$ cat config.mk
export PLATFORM = sky130hd
export DESIGN_NAME = mult_div_unit
export DESIGN_NICKNAME = d
export VERILOG_FILES = /design/src/rtl/mult_div_unit.sv
export SDC_FILE = /design/constraint.sdc
export NUM_CORES = 1
export LEC_CHECK = 0
export CORE_ASPECT_RATIO = 1.75
export CORE_MARGIN = 8
export CORE_UTILIZATION = 50
export CTS_CLUSTER_SIZE = 28
export DETAILED_ROUTE_END_ITERATION = 10
export DONT_BUFFER_PORTS = 1
export GPL_ROUTABILITY_DRIVEN = 0
export REMOVE_ABC_BUFFERS = 1
export SLEW_MARGIN = 10
export SYNTH_ARGS = -nofsm -noshare
export SYNTH_HDL_FRONTEND = slang
export SYNTH_SLANG_ARGS = --single-unit
$ cat constraint.sdc
create_clock -name clk -period 3.6 [get_ports clk]
set_input_delay 0.72 -clock clk [delete_from_list [all_inputs] [get_ports clk]]
set_output_delay 0.72 -clock clk [all_outputs]
set_load 0.02 [all_outputs]
$ cat src/rtl/mult_div_unit.sv
// Iterative multiply/divide unit holding the architectural HI/LO registers.
// Multiply is unsigned shift-add on operand magnitudes; divide is restoring
// division. Signs are reapplied in a single FIX cycle before HI/LO update.
// Optional build macro MULT_DIV_EARLY_TERM_EN: multiply exits as soon as the
// remaining multiplier bits are all zero (results unchanged, latency shorter).
module mult_div_unit #(
    parameter int WIDTH = 32
) (
    input  logic             clk,
    input  logic             reset,
    input  logic             div_mult_en,
    input  logic             div_mult_signed,
    input  logic [1:0]       div_mult_op,
    input  logic [WIDTH-1:0] op_a,
    input  logic [WIDTH-1:0] op_b,
    input  logic             hi_we,
    input  logic             lo_we,
    input  logic [WIDTH-1:0] wdata,
    output logic             busy,
    output logic             done,
    output logic [WIDTH-1:0] hi,
    output logic [WIDTH-1:0] lo
);

    localparam int CW = $clog2(WIDTH + 1);

    typedef enum logic [1:0] {IDLE, MUL, DIV, FIX} state_t;

    function automatic logic [WIDTH-1:0] neg_w(input logic [WIDTH-1:0] v);
        return ~v + WIDTH'(1);
    endfunction

    function automatic logic [2*WIDTH-1:0] neg_2w(input logic [2*WIDTH-1:0] v);
        return ~v + (2*WIDTH)'(1);
    endfunction

    // Two's-complement magnitude of a value whose sign has already been decided.
    function automatic logic [WIDTH-1:0] mag(input logic [WIDTH-1:0] v, input logic s);
        return s ? neg_w(v) : v;
    endfunction

    state_t             state_q;
    logic [CW-1:0]      cnt_q;
    logic               sa_q, sb_q, is_div_q, done_q;
    logic [WIDTH-1:0]   a_q, mplier_q, divisor_q, rem_q, quo_q, hi_q, lo_q;
    logic [2*WIDTH-1:0] mcand_q, prod_q;

    logic               start_d, last_iter_d, mul_last_d;
    logic               sa_d, sb_d;
    logic [2*WIDTH-1:0] prod_d;
    logic [WIDTH:0]     shifted_d, diff_d;
    logic [WIDTH-1:0]   rem_d, quo_d, fix_hi_d, fix_lo_d;

    // Per-iteration datapath steps and the sign-corrected final result.
    always_comb begin
        start_d     = (state_q == IDLE) && div_mult_en && div_mult_op[1];
        sa_d        = op_a[WIDTH-1] & div_mult_signed;
        sb_d        = op_b[WIDTH-1] & div_mult_signed;
        prod_d      = mplier_q[0] ? prod_q + mcand_q : prod_q;
        shifted_d   = {rem_q, quo_q[WIDTH-1]};
        diff_d      = shifted_d - {1'b0, divisor_q};
        rem_d       = diff_d[WIDTH] ? shifted_d[WIDTH-1:0] : diff_d[WIDTH-1:0];
        quo_d       = {quo_q[WIDTH-2:0], ~diff_d[WIDTH]};
        last_iter_d = (cnt_q == CW'(WIDTH - 1));
`ifdef MULT_DIV_EARLY_TERM_EN
        // Bit 0 is consumed this cycle; nothing left above it means no more adds.
        mul_last_d  = last_iter_d || (mplier_q[WIDTH-1:1] == '0);
`else
        mul_last_d  = last_iter_d;
`endif
        fix_hi_d = '0;
        fix_lo_d = '0;
        if (!is_div_q) begin
            {fix_hi_d, fix_lo_d} = (sa_q ^ sb_q) ? neg_2w(prod_q) : prod_q;
        end else if (divisor_q == '0) begin
            // Divide by zero returns the original dividend in HI and all ones in LO.
            fix_hi_d = a_q;
            fix_lo_d = '1;
        end else begin
            fix_lo_d = (sa_q ^ sb_q) ? neg_w(quo_q) : quo_q;
            fix_hi_d = sa_q ? neg_w(rem_q) : rem_q;
        end
    end

    // Control FSM plus iteration state and the HI/LO registers.
    always_ff @(posedge clk) begin
        if (!reset) begin
            state_q   <= IDLE;
            cnt_q     <= '0;
            sa_q      <= 1'b0;
            sb_q      <= 1'b0;
            is_div_q  <= 1'b0;
            done_q    <= 1'b0;
            a_q       <= '0;
            mplier_q  <= '0;
            divisor_q <= '0;
            rem_q     <= '0;
            quo_q     <= '0;
            mcand_q   <= '0;
            prod_q    <= '0;
            hi_q      <= '0;
            lo_q      <= '0;
        end else begin
            case (state_q)
                IDLE: begin
                    done_q <= 1'b0;
                    if (start_d) begin
                        sa_q      <= sa_d;
                        sb_q      <= sb_d;
                        is_div_q  <= div_mult_op[0];
                        a_q       <= op_a;
                        mcand_q   <= {{WIDTH{1'b0}}, mag(op_a, sa_d)};
                        mplier_q  <= mag(op_b, sb_d);
                        prod_q    <= '0;
                        quo_q     <= mag(op_a, sa_d);
                        rem_q     <= '0;
                        divisor_q <= mag(op_b, sb_d);
                        cnt_q     <= '0;
                        state_q   <= div_mult_op[0] ? DIV : MUL;
                    end else begin
                        if (hi_we) hi_q <= wdata;
                        if (lo_we) lo_q <= wdata;
                    end
                end
                MUL: begin
                    prod_q   <= prod_d;
                    mcand_q  <= mcand_q << 1;
                    mplier_q <= mplier_q >> 1;
                    cnt_q    <= cnt_q + CW'(1);
                    if (mul_last_d) state_q <= FIX;
                end
                DIV: begin
                    rem_q <= rem_d;
                    quo_q <= quo_d;
                    cnt_q <= cnt_q + CW'(1);
                    if (last_iter_d) state_q <= FIX;
                end
                FIX: begin
                    hi_q    <= fix_hi_d;
                    lo_q    <= fix_lo_d;
                    done_q  <= 1'b1;
                    state_q <= IDLE;
                end
                default: state_q <= IDLE;
            endcase
        end
    end

    assign busy = (state_q != IDLE);
    assign done = done_q;
    assign hi   = hi_q;
    assign lo   = lo_q;

endmodule

==> results of run 1 <==
## cell type report
| cell class | count | area share (%) |
|---|---|---|
| multi-input cells | 2604 | 59.56 |
| clock buffers | 54 | 4.026 |
| well taps | 654 | 3.016 |
| flip-flops and latches | 364 | 26.87 |
| repair buffers | 160 | 4.704 |
| diodes | 3 | 0.02767 |
| clock inverters | 10 | 0.4934 |
| inverters | 92 | 1.300 |
## kinds of logic (layout without fill, tap and decap cells)
| family | after synthesis | count (layout) |
|---|---|---|
| adder cells (fa/ha/maj) | 108 | 108 |
| AND/OR/NAND/NOR | 1070 | 1070 |
| AO/OA/AOI/OAI | 1118 | 1118 |
| XOR/XNOR | 250 | 250 |
| buffers and inverters | 310 | 316 |
| flip-flops | 364 | 364 |
| other | 0 | 3 |
| multiplexers | 58 | 58 |
## state kept, by name, summed over array words and instances (netlist names)
| signal | count |
|---|---|
| a_q | 32 |
| cnt_q | 6 |
| divisor_q | 32 |
| done | 1 |
| hi | 32 |
| is_div_q | 1 |
| lo | 32 |
| mcand_q | 64 |
| mplier_q | 32 |
| prod_q | 64 |
| quo_q | 32 |
| rem_q | 32 |
| sa_q | 1 |
| sb_q | 1 |
| state_q | 2 |
## worst register-to-register path: stages, from the launching register on
cell and delay [ns]:
dfxtp_1 0.33, buf_4 0.16, or4_4 0.58, nor4_1 0.24
buf_4 0.15, nand4_1 0.32, buf_4 0.31, o41ai_1 0.42
xnor2_1 0.17, nor2_1 0.09, a21oi_1 0.29, a211oi_1 0.13
nor3_1 0.20
## final timing paths
| kind | startpoint | end | slack, ns | cells past startpoint |
|---|---|---|---|---|
| worst min register to register | a_q[18]$_SDFFE_PN0P_ | a_q[18]$_SDFFE_PN0P_ | 0.45 | 2 |
| worst max-delay path | prod_q[4]$_SDFFE_PN0P_ | hi[14]$_SDFFE_PN0P_ | 0.14 | 12 |
| worst max register to register | prod_q[4]$_SDFFE_PN0P_ | hi[14]$_SDFFE_PN0P_ | 0.14 | 12 |
| worst min-delay path | op_a[10] | a_q[10]$_SDFFE_PN0P_ | 0.30 | 2 |
## through the flow
stage / TNS (ns) / power [mW] / hold WS (ns) / utilization (%) / setup slack (ns)
after CTS: 0 / 15.64 / 0.2801 / 55.73 / 0.04942
final: 0 / 15.66 / 0.3014 / 55.83 / 0.1431
after global placement: -0.1553 / 11.49 / 0.4381 / 53.20 / -0.1553
after global routing: 0 / 16.44 / 0.2940 / 55.82 / 0.003830
after floorplan: -419.42 / 9.293 / 0.4320 / - / -2.762
after detailed placement: -0.1410 / 11.58 / 0.4437 / 53.20 / -0.1410
## power by group through the flow
| stage | Sequential [mW] | Combinational (mW) | Clock (mW) |
|---|---|---|---|
| floorplan | 5.70 | 3.60 | 0 |
| finish | 5.94 | 5.67 | 4.05 |
| global placement | 6.01 | 5.48 | 0 |
| detailed placement | 6.02 | 5.56 | 0 |
| CTS | 5.93 | 5.59 | 4.12 |
| global route | 6.01 | 6.17 | 4.27 |
## synth_stat cells, types with 22 or more instances
master / count
clkbuf_1: 193
o21bai_1: 22
nor2_1: 288
nand2b_1: 50
xnor2_1: 133
o21a_1: 23
a21oi_1: 307
nor3_1: 53
o211ai_1: 52
ha_1: 106
dfxtp_1: 364
a211oi_1: 51
o221ai_1: 26
a21o_1: 56
nor4_1: 24
o21ai_0: 292
mux2i_1: 58
nand3_1: 37
o31ai_1: 38
a31oi_1: 67
nand2_1: 456
xor2_1: 117
a22oi_1: 64
inv_1: 89
nand4_1: 36
## repair_timing
action | in CTS | in global routing
endpoints found under the setup margin | 1 | 16
pin swaps | 0 | 3
gates resized for setup | 2 | 11
buffers inserted | 0 | 1
## layer usage
| layer | vias to the layer above | GRT usage [%] |
|---|---|---|
| met5 | - | 0 |
| met4 | 0 | 26.96 |
| met3 | 362 | 5.616 |
| met2 | 1029 | 57.90 |
| met1 | 11780 | 32.43 |
| li1 | 11766 | - |
==> out/results.tsv, run 1 <==
stage	metric	value	unit
synth	Ys Warns	0	
routing	drt wl/cell	24.07	um
synth	Synth Area in Compound Gates	28.57	%
synth	Post-Synth Simple-Gate Area	19.96	%
floorplan	Initial Utilization	50.38	%
placement	DP HPWL	72640	um
finish	Nets	3473	
routing	Iteration-0 DRC Markers	2024	
pwr	Worst IR Drop VDD	0.6172	mV
placement	IO Port Bufs	0	
pwr	Net Sw Frac	42.66	%
pwr	Leak	10.89	nW
setup_path	worst-path fanout max	6	
worst_hold_path	class of the worst hold path	input pin to flip-flop	
clocking	Clock Latency Late Sink	0.55	ns
clocking	CTS Buf Count	39	
placement	dpl cells	3873	
pwr	Int Pwr	8.981	mW
synth	mux share of post-synthesis cell area	2.371	%
pwr	Pwr Density	577.3	nW/um^2
setup_path	Startpoint Class	flip-flop	
synth	xor/xnor cell area share of the yosys netlist	8.942	%
status	status	finished clean	
global_route	largest net degree at the start of global routing	105	
placement	Area after DPL	25850	um^2
finish	share of cells above drive strength 1	8.435	%
routing	top layer in use	met4	
setup_path	CP Buf/Inv Count	3	
routing	Remaining DRCs	0	
finish	Layout area overhead	10.81	%
sta	RSZ-0062 raised after global routing	no	
routing	Final ANT Viol Nets	0	
routing	DR pass1 iterations	8	
setup_path	Setup crit end kind	flip-flop	
floorplan	die height	308.7	um
setup_path	Top Family by Delay on Critical Path	simple AND/OR/NAND/NOR gates	
sta	clk_skew	0.02228	ns
finish	FILL cells	4675	
floorplan	Rows	107	
finish	area of the multi-input gates	16160	um^2
sta	Fmax	289.3	MHz
global_route	total track usage	32.39	%
setup_path	Crit path arrival time	3.92	ns
clocking	Root Buffer	clkbuf_16	
synth	post-synth top area share	29.76	%
finish	fin area	27130	um^2
clocking	TritonCTS Sinks	364	
routing	Post-Route WL	94860	um
global_route	GRT Residual Overflow	0	
synth	Mapped Avg Cell Area	7.470	um^2
clocking	clock-pin slew of the registers on the worst-case setup and hold paths	0.07	ns
sta	Slew @ Worst Pin	1.080	ns
setup_path	cell repeated most along the worst path	buf_4	
finish	register area	7291	um^2
setup_path	crit-path cells	buf_4 > or4_4 > nor4_1 > buf_4 > nand4_1 > buf_4 > o41ai_1 > xnor2_1 > nor2_1 > a21oi_1 > a211oi_1 > nor3_1	
setup_path	Slowest-stage cell, CP	or4_4	
floorplan	die width	183.3	um
sta	worst relative slew slack	27.51	%
synth	top cells by area, synth	dfxtp_1 (30%), nand2_1 (7.0%), a21oi_1 (6.3%), o21ai_0 (6.0%), ha_1 (5.4%)	
synth	Post-synth ARST share	0	%
sta	minimum clock period	3.457	ns
synth	Synth Area in Adders	5.580	%
sta	Slew Limit Fails	0	
synth	Primary FF master, synth	dfxtp_1	
routing	WL met3	6014	um
job	Max Cap Violations	0	
pwr	Flop pwr share	37.9	%
synth	register area share after synthesis	29.76	%
setup_path	CP required	4.06	ns
synth	cells after synthesis	3278	
routing	wl on met1	32960	um
pwr	Clk pwr share	25.9	%
floorplan	CORE AREA	48600	um^2
clocking	Max clock buf depth	3	
finish	post-route non-filler standard cell count	3941	
synth	number of flops mapped to enable cells by yosys	0	
sta	post-route clock period utilization	96.03	%
finish	commonest non-fill, non-tap cells in the layout	nand2_1 (456), dfxtp_1 (363), a21oi_1 (301)	
floorplan	Die Area	56590	um^2
clocking	hold_buf cts	0	
synth	number of distinct library cells after synthesis	81	
synth	Synth area leader	dfxtp_1	
routing	WL met2	47070	um
pwr	logic gate share of total power	36.2	%
routing	via count	24937	
sta	Final Hold Viols	0	
clocking	CTS tree	yes	
global_route	vias in the first global route	24346	
routing	via/cell ratio	6.328	
clocking	H-tree levels	2	
synth	synthesis-stage register bit count	364	
sta	number of setup violations in the final report	0	
setup_path	critical path class	flip-flop to flip-flop	
floorplan	num ports	170	
synth	largest family of logic cells by synthesized area	compound AO/OA/AOI/OAI gates	
setup_path	CP peak stage delay	0.58	ns
synth	synthesized cell area	24490	um^2
global_route	first-pass GRT wire length	142200	um
pwr	net switching power	6.683	mW
global_route	initial antenna violation count	2	
finish	most common cell after layout, fill and taps aside	nand2_1	
No activity file was read; power rests on OpenSTA's default activity.
==> run 2, diff against run 1 <==
- CORE_MARGIN: 8 -> not set
- PLACE_DENSITY_LB_ADDON: not set -> 0.25
==> run 2 against run 1 <==
Hold slack got worse by 0.021 ns. Total power is 2.8% higher. Global-route usage rose by 3.8 points. Clock-buffer cell count down 9. Largest power group unchanged. Critical endpoint is now prod_q[60]$_SDFFE_PN0P_. Critical path type unchanged.
==> out/results.tsv, run 2 (same netlist as run 1, synthesis figures left out) <==
stage	metric	value	unit	change
pwr	Leak	10.74	nW	was 10.89 nW
finish	post-route non-filler standard cell count	3900		was 3941
finish	share of cells above drive strength 1	7.664	%	was 8.435%
sta	post-route clock period utilization	97.74	%	was 96.03%
sta	Slew @ Worst Pin	1.036	ns	was 1.080 ns
placement	dpl cells	3828		was 3873
job	Max Cap Violations	0		unchanged
sta	setup TNS	0	ns	unchanged
sta	Slew Limit Fails	0		unchanged
setup_path	critical path class	flip-flop to flip-flop		unchanged
routing	Post-Route WL	91790	um	was 94860 um
routing	drt wl/cell	23.54	um	was 24.07 um
setup_path	r2r setup slk	0.08	ns	was 0.14 ns
clocking	CTS tree	yes		unchanged
clocking	H-tree levels	2		unchanged
sta	number of setup violations in the final report	0		unchanged
setup_path	crit-path cells	ha_1 > a21o_1 > or3_1 > o21a_1 > a21oi_1 > o21ai_0 > a2111oi_0 > o31a_1 > o21ai_2 > o311ai_0 > o211ai_1		was buf_4 > or4_4 > nor4_1 > buf_4 > nand4_1 > buf_4 > o41ai_1 > xnor2_1 > nor2_1 > a21oi_1 > a211oi_1 > nor3_1
setup_path	Startpoint Class	flip-flop		unchanged
worst_hold_path	class of the worst hold path	input pin to flip-flop		unchanged
clocking	clock-pin slew of the registers on the worst-case setup and hold paths	0.06	ns	was 0.07 ns
sta	Final Hold Viols	0		unchanged
clocking	Root Buffer	clkbuf_16		unchanged
setup_path	Crit path arrival time	3.95	ns	was 3.92 ns
clocking	Clock Latency Late Sink	0.57	ns	was 0.55 ns
finish	top flop regs	mcand_q: 64 flops, prod_q: 64 flops		unchanged
floorplan	Die Area	49900	um^2	was 56590 um^2
setup_path	worst-path fanout max	4		was 6
routing	Final ANT Viol Nets	0		unchanged
placement	dpl ws	0.01735	ns	was -0.1410 ns
clocking	Max clock buf depth	3		unchanged
floorplan	die width	169.3	um	was 183.3 um
sta	Fmax	284.2	MHz	was 289.3 MHz
sta	final setup margin	0.08143	ns	was 0.1431 ns
floorplan	num ports	170		unchanged
sta	clk_skew	0.03174	ns	was 0.02228 ns
clocking	TritonCTS Sinks	364		unchanged
routing	Remaining DRCs	0		unchanged
pwr	Worst IR Drop VDD	0.4552	mV	was 0.6172 mV
global_route	vias in the first global route	24646		was 24346
global_route	first-pass GRT wire length	139100	um	was 142200 um
global_route	total track usage	36.20	%	was 32.39%
setup_path	CP peak stage delay	0.55	ns	was 0.58 ns
placement	IO Port Bufs	0		unchanged
routing	via count	25105		was 24937
sta	worst relative slew slack	30.91	%	was 27.51%
clocking	postcts setup bufs	0		unchanged
routing	Iteration-0 DRC Markers	2141		was 2024
setup_path	Slowest-stage cell, CP	a2111oi_0		was or4_4
global_route	largest net degree at the start of global routing	103		was 105
finish	most common cell after layout, fill and taps aside	nand2_1		unchanged
setup_path	CP required	4.03	ns	was 4.06 ns
finish	Nets	3433		was 3473
setup_path	Setup crit end kind	flip-flop		unchanged
status	status	finished clean		unchanged
placement	DP HPWL	69020	um	was 72640 um
floorplan	die height	294.7	um	was 308.7 um
sta	minimum clock period	3.519	ns	was 3.457 ns
floorplan	Rows	106		was 107
sta	RSZ-0062 raised after global routing	no		unchanged
global_route	initial antenna violation count	5		was 2
global_route	GRT Residual Overflow	0		unchanged
floorplan	CORE AREA	48010	um^2	was 48600 um^2
clocking	CTS Buf Count	39		unchanged
finish	commonest non-fill, non-tap cells in the layout	nand2_1 (456), dfxtp_1 (363), a21oi_1 (302)		was nand2_1 (456), dfxtp_1 (363), a21oi_1 (301)
routing	DR pass1 iterations	8		unchanged
floorplan	Initial Utilization	51.00	%	was 50.38%
routing	via/cell ratio	6.437		was 6.328
pwr	Pwr Density	597.1	nW/um^2	was 577.3 nW/um^2
finish	Layout area overhead	10.11	%	was 10.81%
==> run 2: area by class of cell <==
class                      instances  area (um^2)
timing repair buffer             120        950.9
multi-input combinational       2604        16160
tap                              648        810.8
clock buffer                      45         1049
sequential                       364         7291
inverter                          92        352.8
clock inverter                    24        344.1
fill                            4547        21050
antenna                            3        7.507
==> run 2: routing by layer <==
layer / global-route usage [%] / wire [um] / vias to the layer above
li1: - / - / 11676
met1: 34.42 / 29840 / 11759
met2: 63.48 / 44580 / 1201
met3: 8.178 / 7132 / 469
met4: 34.89 / 10240 / 0
met5: 0 / 0 / -
==> run 2: through the flow <==
step	hold WS, ns	cell area [um^2]	total power [mW]	utilization (%)
2_1_floorplan	0.4320	23650	9.293	-
3_3_place_gp	0.4381	25530	11.30	53.17
3_5_place_dp	0.4435	25530	11.43	53.17
4_1_cts	0.2776	26920	15.92	56.07
5_1_grt	0.2836	26950	16.75	56.14
6_report	0.2806	26960	16.10	56.16
==> run 2: critical path: cells and delay by family, from the launching register on <==
kind / cells / cell delay (ns)
AOI/OAI and AO/OA: 9 / 2.42
adders and majority gates: 1 / 0.31
DFF: 1 / 0.34
and+or+nand+nor: 1 / 0.33
==> run 2: where the power goes <==
part | switching [mW] | total, mW | leakage (nW) | internal (mW)
Combinational | 3.83 | 5.64 | 7.10 | 1.81
Clock | 1.84 | 4.51 | 0.676 | 2.67
Sequential | 1.19 | 5.95 | 2.97 | 4.76
Total | 6.86 | 16.1 | 10.7 | 9.24
==> run 2: worst paths after layout <==
check / start / endpoint / depth (start not counted)
max: mcand_q[5]$_SDFFE_PN0P_ / prod_q[60]$_SDFFE_PN0P_ / 11
min: div_mult_op[0] / is_div_q$_SDFFE_PN0P_ / 2
max reg2reg: mcand_q[5]$_SDFFE_PN0P_ / prod_q[60]$_SDFFE_PN0P_ / 11
min reg2reg: a_q[12]$_SDFFE_PN0P_ / a_q[12]$_SDFFE_PN0P_ / 2
==> run 2: what timing repair did <==
item	CTS	global route
hold buffers	0	0
resized for setup	0	12
hold endpoints to repair	0	0
setup endpoints to repair	0	56
==> run 3, diff against run 2 <==
- CAP_MARGIN: not set -> 5
- CORE_ASPECT_RATIO: 1.75 -> 1.2
==> run 3 against run 2 <==
Flip-flop and latch count unchanged. Total power down 2.6%. Via count down 1.7%. First-iteration DRC count up 9.9%. Sequential share of layout area up 0.23 points. Hold slack worse by 0.0096 ns. Highest routed layer unchanged.
==> out/results.tsv, run 3 (same netlist as run 1, synthesis figures left out) <==
stage	metric	value	unit	change
sta	Slew Limit Fails	0		unchanged
routing	via count	24679		was 25105
routing	drt wl/cell	21.26	um	was 23.54 um
placement	DP HPWL	60150	um	was 69020 um
job	Max Cap Violations	0		unchanged
finish	Final Core Density	55.43	%	was 56.16%
floorplan	num ports	170		unchanged
clocking	H-tree levels	2		unchanged
global_route	GRT Residual Overflow	0		unchanged
routing	Post-Route WL	82060	um	was 91790 um
global_route	initial antenna violation count	3		was 5
setup_path	r2r setup slk	0.14	ns	was 0.08 ns
clocking	CTS Buf Count	41		was 39
global_route	first-pass GRT wire length	126500	um	was 139100 um
placement	Area after DPL	25300	um^2	was 25530 um^2
setup_path	CP peak stage delay	0.73	ns	was 0.55 ns
sta	Fmax	288.8	MHz	was 284.2 MHz
clocking	CTS tree	yes		unchanged
finish	commonest non-fill, non-tap cells in the layout	nand2_1 (456), dfxtp_1 (363), a21oi_1 (302)		unchanged
finish	share of cells above drive strength 1	6.817	%	was 7.664%
sta	Slew @ Worst Pin	1.171	ns	was 1.036 ns
floorplan	Die Area	49860	um^2	was 49900 um^2
sta	post-route clock period utilization	96.18	%	was 97.74%
setup_path	Slowest-stage cell, CP	or4b_1		was a2111oi_0
pwr	Leak	10.60	nW	was 10.74 nW
clocking	Max clock buf depth	3		unchanged
status	status	finished clean		unchanged
floorplan	Initial Utilization	50.77	%	was 51.00%
pwr	Pwr Density	586.3	nW/um^2	was 597.1 nW/um^2
setup_path	CP startpoint	prod_q[5]$_SDFFE_PN0P_		was mcand_q[5]$_SDFFE_PN0P_
pwr	Final Power	15.67	mW	was 16.10 mW
clocking	postcts setup bufs	0		unchanged
finish	top flop regs	mcand_q: 64 flops, prod_q: 64 flops		unchanged
sta	worst relative slew slack	21.92	%	was 30.91%
global_route	largest net degree at the start of global routing	105		was 103
clocking	hold_buf cts	0		unchanged
setup_path	critical path class	flip-flop to flip-flop		unchanged
finish	most common cell after layout, fill and taps aside	nand2_1		unchanged
setup_path	R2R Path Start	prod_q[5]$_SDFFE_PN0P_		was mcand_q[5]$_SDFFE_PN0P_
routing	Remaining DRCs	0		unchanged
placement	dpl ws	0.03062	ns	was 0.01735 ns
setup_path	Crit path arrival time	3.90	ns	was 3.95 ns
floorplan	Rows	88		was 106
sta	final setup margin	0.1376	ns	was 0.08143 ns
sta	number of setup violations in the final report	0		unchanged
finish	Layout area overhead	9.162	%	was 10.11%
finish	Nets	3408		was 3433
placement	dpl cells	3783		was 3828
setup_path	worst-path fanout max	5		was 4
setup_path	crit-path cells	buf_4 > or4_4 > nor4_1 > nand4_1 > or4b_1 > nor2_1 > a21oi_1 > xor2_1 > a22oi_1 > a31oi_1		was ha_1 > a21o_1 > or3_1 > o21a_1 > a21oi_1 > o21ai_0 > a2111oi_0 > o31a_1 > o21ai_2 > o311ai_0 > o211ai_1
floorplan	die width	204.0	um	was 169.3 um
sta	Final Hold Viols	0		unchanged
clocking	Clock Latency Late Sink	0.58	ns	was 0.57 ns
clocking	TritonCTS Sinks	364		unchanged
routing	Iteration-0 DRC Markers	2352		was 2141
sta	clk_skew	0.02418	ns	was 0.03174 ns
routing	via/cell ratio	6.394		was 6.437
sta	Hold Worst Slack	0.2710	ns	was 0.2806 ns
finish	fin area	26730	um^2	was 26960 um^2
setup_path	CP required	4.04	ns	was 4.03 ns
routing	DR pass1 iterations	6		was 8
clocking	PostCTS Resize Cnt	1		was 0
worst_hold_path	class of the worst hold path	input pin to flip-flop		unchanged
placement	IO Port Bufs	0		unchanged
global_route	total track usage	31.94	%	was 36.20%
sta	minimum clock period	3.462	ns	was 3.519 ns
routing	Final ANT Viol Nets	0		unchanged
finish	post-route non-filler standard cell count	3860		was 3900
worst_hold_path	hold path startpoint	op_a[6]		was div_mult_op[0]
clocking	clock-pin slew of the registers on the worst-case setup and hold paths	0.07	ns	was 0.06 ns
floorplan	CORE AREA	48230	um^2	was 48010 um^2
pwr	Worst IR Drop VDD	1.002	mV	was 0.4552 mV
sta	setup TNS	0	ns	unchanged
setup_path	Startpoint Class	flip-flop		unchanged
floorplan	die height	244.4	um	was 294.7 um
global_route	vias in the first global route	23067		was 24646
clocking	Root Buffer	clkbuf_16		unchanged
setup_path	Setup crit end kind	flip-flop		unchanged
-- run 3: cell count changes in the layout (fill, tap and decap cells not counted), moves of 2 or more --
cell / previous run / this run
a311oi_1: 12 / 14
clkinv_4: 1 / 3
buf_4: 116 / 89
a2111oi_2: 0 / 2
a311oi_2: 2 / 0
clkbuf_16: 39 / 43
clkbuf_1: 1 / 6
bufinv_16: 8 / 4
-- run 3: worst max-delay path, delay by kind of cell (launching register included) --
kind / cells / cell delay, ns
flip-flops: 1 / 0.31
AO/OA/AOI/OAI: 3 / 0.43
buffers and inverters: 1 / 0.15
AND/OR/NAND/NOR: 5 / 2.28
XOR/XNOR: 1 / 0.16
-- run 3: final cells by class --
type                       instances  area, um^2
antenna                            3       7.507
clock buffer                      54        1167
clock inverter                    20       227.7
fill                            4618       21500
inverter                          92       352.8
multi-input combinational       2604       16150
sequential                       364        7291
tap                              630       788.3
timing repair buffer              93       748.2
-- run 3: worst paths after layout --
check | to | cells after the start
worst max register to register | hi[28]$_SDFFE_PN0P_ | 10
worst min register to register | mplier_q[3]$_SDFFE_PN0P_ | 2
worst min-delay path | a_q[6]$_SDFFE_PN0P_ | 2
worst max-delay path | hi[28]$_SDFFE_PN0P_ | 10
-- run 3: report_power, final --
part / leakage, nW / internal [mW] / switching, mW
registers: 2.97 / 4.76 / 1.07
clock network: 0.674 / 2.58 / 1.82
logic: 6.96 / 1.78 / 3.65
total: 10.6 / 9.13 / 6.54
-- run 3: layer usage --
| metal | global-route usage, % | part of all wire [%] |
|---|---|---|
| met5 | 0 | 0 |
| met4 | 16.70 | 5.3 |
| met3 | 7.543 | 10 |
| met2 | 50.30 | 44 |
| met1 | 40.32 | 41 |
